File: src/rtl/mcs4_rom_ctrl.sv
`default_nettype none
// mcs4_rom_ctrl: i4004 ROM-side phase tracker, fetch path and host/fetch memory arbiter.
// Optional fetch counter built when MCS4_ROMCTL_FETCH_CNT_EN is defined.
module mcs4_rom_ctrl #(
   parameter int AW = 12,
   parameter int DW = 8
) (
   input  logic          clk,
   input  logic          rst_n,
   input  logic          sync,
   input  logic [3:0]    cpu_dout,
   output logic [3:0]    cpu_din,
   output logic          mem_en,
   output logic          mem_we,
   output logic [AW-1:0] mem_addr,
   output logic [DW-1:0] mem_wdata,
   input  logic [DW-1:0] mem_rdata,
   input  logic          host_req,
   input  logic          host_we,
   input  logic [AW-1:0] host_addr,
   input  logic [DW-1:0] host_wdata,
   output logic          host_ack,
   output logic          host_rvalid,
   output logic [DW-1:0] host_rdata,
   output logic          locked,
   output logic          sync_err,
   output logic [15:0]   fetch_cnt
);

   typedef enum logic [3:0] {
      UNSYNC = 4'd0,
      A1     = 4'd1,
      A2     = 4'd2,
      A3     = 4'd3,
      M1     = 4'd4,
      M2     = 4'd5,
      X1     = 4'd6,
      X2     = 4'd7,
      X3     = 4'd8
   } phase_t;

   phase_t        state;
   logic [3:0]    addr_lo;
   logic [3:0]    addr_mid;
   logic [DW-1:0] fetch_buf;
   logic [DW-1:0] rdata_hold;
   logic          fetch_slot;
   logic          host_grant;

   function automatic phase_t next_phase(input phase_t p);
      case (p)
         A1:      return A2;
         A2:      return A3;
         A3:      return M1;
         M1:      return M2;
         M2:      return X1;
         X1:      return X2;
         X2:      return X3;
         default: return A1;
      endcase
   endfunction

   // Both grants are gated by reset so the memory port is quiet while rst_n is low.
   assign fetch_slot = rst_n && (state == A3);
   assign host_grant = rst_n && host_req && (state != A3);

   always_ff @(posedge clk) begin
      if (!rst_n) begin
         state     <= UNSYNC;
         locked    <= 1'b0;
         sync_err  <= 1'b0;
         addr_lo   <= 4'h0;
         addr_mid  <= 4'h0;
         fetch_buf <= '0;
      end else begin
         sync_err <= 1'b0;
         case (state)
            UNSYNC: begin
               if (sync) begin
                  state  <= A1;
                  locked <= 1'b1;
               end
            end
            X3: begin
               if (sync) begin
                  state <= A1;
               end else begin
                  state    <= UNSYNC;
                  locked   <= 1'b0;
                  sync_err <= 1'b1;
               end
            end
            default: begin
               // sync means the core is in X3: realign to it and drop the current fetch
               if (sync) begin
                  state    <= A1;
                  sync_err <= 1'b1;
               end else begin
                  state <= next_phase(state);
               end
            end
         endcase
         if (state == A1) addr_lo   <= cpu_dout;
         if (state == A2) addr_mid  <= cpu_dout;
         if (state == M1) fetch_buf <= mem_rdata;
      end
   end

   always_comb begin
      mem_en    = 1'b0;
      mem_we    = 1'b0;
      mem_addr  = '0;
      mem_wdata = '0;
      host_ack  = 1'b0;
      if (fetch_slot) begin
         mem_en   = 1'b1;
         mem_addr = {cpu_dout, addr_mid, addr_lo};
      end else if (host_grant) begin
         mem_en   = 1'b1;
         mem_we   = host_we;
         mem_addr = host_addr;
         host_ack = 1'b1;
         if (host_we) mem_wdata = host_wdata;
      end
   end

   always_comb begin
      cpu_din = 4'h0;
      if (rst_n) begin
         case (state)
            M1:      cpu_din = mem_rdata[7:4];
            M2:      cpu_din = fetch_buf[3:0];
            default: cpu_din = 4'h0;
         endcase
      end
   end

   always_ff @(posedge clk) begin
      if (!rst_n) begin
         host_rvalid <= 1'b0;
         rdata_hold  <= '0;
      end else begin
         host_rvalid <= host_grant && !host_we;
         if (host_rvalid) rdata_hold <= mem_rdata;
      end
   end

   // Read data arrives from the memory in the rvalid cycle itself; hold it afterwards.
   assign host_rdata = host_rvalid ? mem_rdata : rdata_hold;

`ifdef MCS4_ROMCTL_FETCH_CNT_EN
   logic [15:0] fetch_cnt_q;

   always_ff @(posedge clk) begin
      if (!rst_n) begin
         fetch_cnt_q <= 16'h0;
      end else if ((state == M2) && !sync && (fetch_cnt_q != 16'hFFFF)) begin
         fetch_cnt_q <= fetch_cnt_q + 16'h1;
      end
   end

   assign fetch_cnt = fetch_cnt_q;
`else
   assign fetch_cnt = 16'h0;
`endif

endmodule
`default_nettype wire

File: config.mk
export PLATFORM = sky130hd
export DESIGN_NAME = mcs4_rom_ctrl
export DESIGN_NICKNAME = d
export VERILOG_FILES = /design/src/rtl/mcs4_rom_ctrl.sv
export SDC_FILE = /design/constraint.sdc
export NUM_CORES = 1
export LEC_CHECK = 0
export BUFFER_PORTS_ARGS = -buffer_cell sky130_fd_sc_hd__clkbuf_2
export CAP_MARGIN = 20
export CELL_PAD_IN_SITES_DETAIL_PLACEMENT = 1
export CELL_PAD_IN_SITES_GLOBAL_PLACEMENT = 1
export CORE_ASPECT_RATIO = 0.9
export CORE_MARGIN = 2
export CORE_UTILIZATION = 32
export CTS_BUF_LIST = sky130_fd_sc_hd__clkbuf_4
export DETAILED_ROUTE_END_ITERATION = 7
export GPL_TIMING_DRIVEN = 0
export PLACE_DENSITY_LB_ADDON = 0.12
export SLEW_MARGIN = 20
export SYNTH_ARGS = -nofsm -noshare
export SYNTH_HDL_FRONTEND = slang
export SYNTH_SLANG_ARGS = --single-unit
File: constraint.sdc
create_clock -name clk -period 2.8 [get_ports clk]
set_clock_uncertainty 0.15 [all_clocks]
set_input_delay 0.84 -clock clk [delete_from_list [all_inputs] [get_ports clk]]
set_output_delay 0.84 -clock clk [all_outputs]
set_load 0.005 [all_outputs]
==> impl_metrics.csv <==
group,metric,value,unit
power_and_ir_drop,p_per_area,361,nW/um^2
critical_path,worst_r2r_endpoint,"addr_mid[0]",
layout,final_common_cell,"clkbuf_2",
critical_path,crit_type,"in -> out",
worst_hold_path,min_path_cells,2,
power_and_ir_drop,peakVddDrop,215,uV
clock_network,clock_sinks,27,
timing,grt_setup_unrepaired,"no",
clock_network,clk_pin_slew,0.15,ns
logic_synthesis,synthCells,153,
floorplanning,io_pins,91,
clock_network,cts_max_path_buffers,2,
clock_network,clockRootBuffer,"clkbuf_4",
layout,fin_nets,285,
global_route,grt_pass1_vias,1295,
power_and_ir_drop,seqPwrFrac,54.0,%
timing,period_share,97.4,%
logic_synthesis,synth_area,1520,sq um
power_and_ir_drop,internal_power,549,uW
critical_path,crit_path_end_kind,"output port",
power_and_ir_drop,sw_frac_of_total,27.2,%
placed_design,dp_slack,-0.181,ns
worst_hold_path,min_from,"addr_lo[3]",
floorplanning,rows,23,
global_route,grt.busiest_layer,"met2",
clock_network,insertion_delay,0.33,ns
worst_hold_path,hold_end,"addr_lo[3]",
clock_network,cts_tree,"yes",
global_route,antenna_found_initial,0,
placed_design,dp_hpwl,3110,um
power_and_ir_drop,pwr-share-clk,23.4,%
global_route,grt_max_degree,16,
job,drv_cap,0,
floorplanning,dieArea,5310,sq um
drt,drt_iter0_drc,18,
layout,antenna_cells,0,
layout,fillCellCount,578,
timing,setup_tns,0,ns
power_and_ir_drop,power.leakage,1.04,nW
global_route,use_met2,22.1,%
logic_synthesis,avgSynthCellArea,9.93,sq um
drt,vias,1335,
timing,fmax,0.366,GHz
outcome,status,"completed",
timing,worst_slack,0.0714,ns
layout,drive_gt1_share,48.2,%
critical_path,startpoint_type,"input pin",
drt,ant_nets,0,
global_route,grt_pass1_wl,6370,um
drt,drcViolationCount,0,
global_route,use_met3,4.69,%
timing,hold_viol,0,
drt,drt-wirelength-per-cell,12.5,um
power_and_ir_drop,power_frac_comb,22.6,%
timing,setup_viol,0,
worst_hold_path,hp-class,"reg -> reg",
floorplanning,fp.dieH,69.4,um
timing,fin_crit,2.73,ns
drt,totalWireLength,3870,um
critical_path,timing.reg2reg.setup_slack,1.27,ns
floorplanning,initial_core_util,33.6,%
timing,slew_viol_final,0,
critical_path,rr_startpoint,"state[1]",
clock_network,htreeDepth,1,
global_route,gr-total-overflow,0,
logic_synthesis,ys_warn_count,0,
logic_synthesis,ys_ff_latch,27,
power_and_ir_drop,p_sw,205,uW
placed_design,finalWeightedCongestion,0.696,
floorplanning,core_area,4520,sq um
critical_path,crit_fanout,10,
critical_path,r2r_cells,4,
clock_network,numCtsBuffers,3,
logic_synthesis,yosysSeqAreaShare,35.6,%
critical_path,arrival,1.74,ns
critical_path,required,1.81,ns
drt,vias_per_cell,4.32,
layout,area_growth,37.6,%
floorplanning,die_w,76.6,um
global_route,use_met1,19.8,%
layout,final_cell_mix,"clkbuf_2, dfxtp_1, buf_4",
logic_synthesis,synth_cell_types,31,
drt,dr.pass1.iters,6,
placed_design,portBuffers,73,
global_route,grt_use_total,14.6,%
-- critical path, stage by stage --
cell and delay, ns:
buf_4 0.14, nand2_1 0.10, a31oi_4 0.22, buf_6 0.16, and3_1 0.16, clkbuf_2 0.11
-- sequential cells by signal, summed over array words and instances (netlist names) --
| register | flops |
|---|---|
| addr_lo | 4 |
| sync_err | 1 |
| fetch_buf | 4 |
| addr_mid | 4 |
| state | 4 |
| locked | 1 |
| host_rvalid | 1 |
| rdata_hold | 8 |
-- Yosys cell counts --
cell type  instances  area [sq um]
a31oi_2            1          12.5
nand2_1            2          7.51
buf_2              2          10.0
conb_1             1          3.75
clkbuf_1           3          11.3
inv_1              2          7.51
and4_1             1          8.76
and2_1             9          56.3
nor3b_1            1          7.51
a21boi_0           1          7.51
o21ai_0            1          5.00
clkbuf_2           1          5.00
nor3_2             1          10.0
buf_6              2          22.5
dfxtp_1           27           541
buf_4             19           143
nand4b_1           1          8.76
xnor2_1            1          8.76
nor4b_4            3          71.3
a21o_1             1          7.51
a22o_1            12           105
nor2_1             8          30.0
mux2i_1           16           160
nor2b_1           13          81.3
nand3_1            3          15.0
a21oi_1            2          10.0
mux2_2             8          90.1
o21a_1             1          7.51
xor2_1             1          8.76
nand2b_1           1          6.26
and3_1             8          50.1
-- kinds of logic (layout without fill, tap and decap cells) --
kind of cell	after synthesis	after routing	share of synthesized area, %
mux	24	24	16.5
flops	27	27	35.6
other cells	1	16	0.247
xor+xnor	2	2	1.15
buf+inv	29	108	13.1
compound gates	19	19	10.2
simple gates	51	51	23.2
-- how the worst max path moves through the flow --
| stage | depth (start not counted) | endpoint | slack (ns) | from |
|---|---|---|---|---|
| floorplan | 5 | mem_wdata[7] | 0.15 | rst_n |
| global placement | 6 | mem_wdata[7] | -0.18 | rst_n |
| detailed placement | 6 | mem_addr[3] | -0.18 | rst_n |
| CTS | 6 | mem_addr[3] | 0.01 | state[3] |
| global route | 6 | mem_wdata[6] | 0.002 | rst_n |
| finish | 6 | mem_wdata[6] | 0.07 | rst_n |
-- routing by layer --
metal	up-vias	share of wire, %	wire, um
li1	683	-	-
met4	0	1.3	52
met2	60	43	1660
met3	6	9.1	353
met1	586	47	1810
met5	-	0	0
-- cell type report --
cell class	count	area, sq um	area share, %
Clock buffer	3	22.5	1.08
Buffer	27	206	9.87
Clock inverter	1	5.00	0.239
Sequential cell	27	542	25.9
Tap cell	62	77.6	3.71
Timing Repair Buffer	75	380	18.2
Multi-Input combinational cell	112	850	40.6
Inverter	2	7.51	0.359
-- repair_timing --
action,4_1_cts,5_1_grt
hold buffers,0,0
endpoints found under the setup margin,18,18
cloned,0,1
setup buffers,1,0
resized for setup,7,5
-- power groups by stage --
| stage | Clock [mW] | Combinational (mW) | Sequential, mW |
|---|---|---|---|
| floorplan | 0 | 0.101 | 0.414 |
| global placement | 0 | 0.163 | 0.415 |
| detailed placement | 0 | 0.164 | 0.415 |
| CTS | 0.182 | 0.169 | 0.408 |
| global route | 0.202 | 0.189 | 0.410 |
| finish | 0.176 | 0.171 | 0.407 |
-- stage by stage --
step	hold WS (ns)	instances	utilization, %	power (mW)	cell area [sq um]
2_1_floorplan	0.332	168	-	0.514	1580
3_3_place_gp	0.352	303	44.7	0.578	2020
3_5_place_dp	0.355	303	44.7	0.580	2020
4_1_cts	0.390	308	45.9	0.759	2080
5_1_grt	0.413	309	46.3	0.801	2090
6_report	0.387	309	46.3	0.754	2090
No activity file was read; power rests on OpenSTA's default activity.
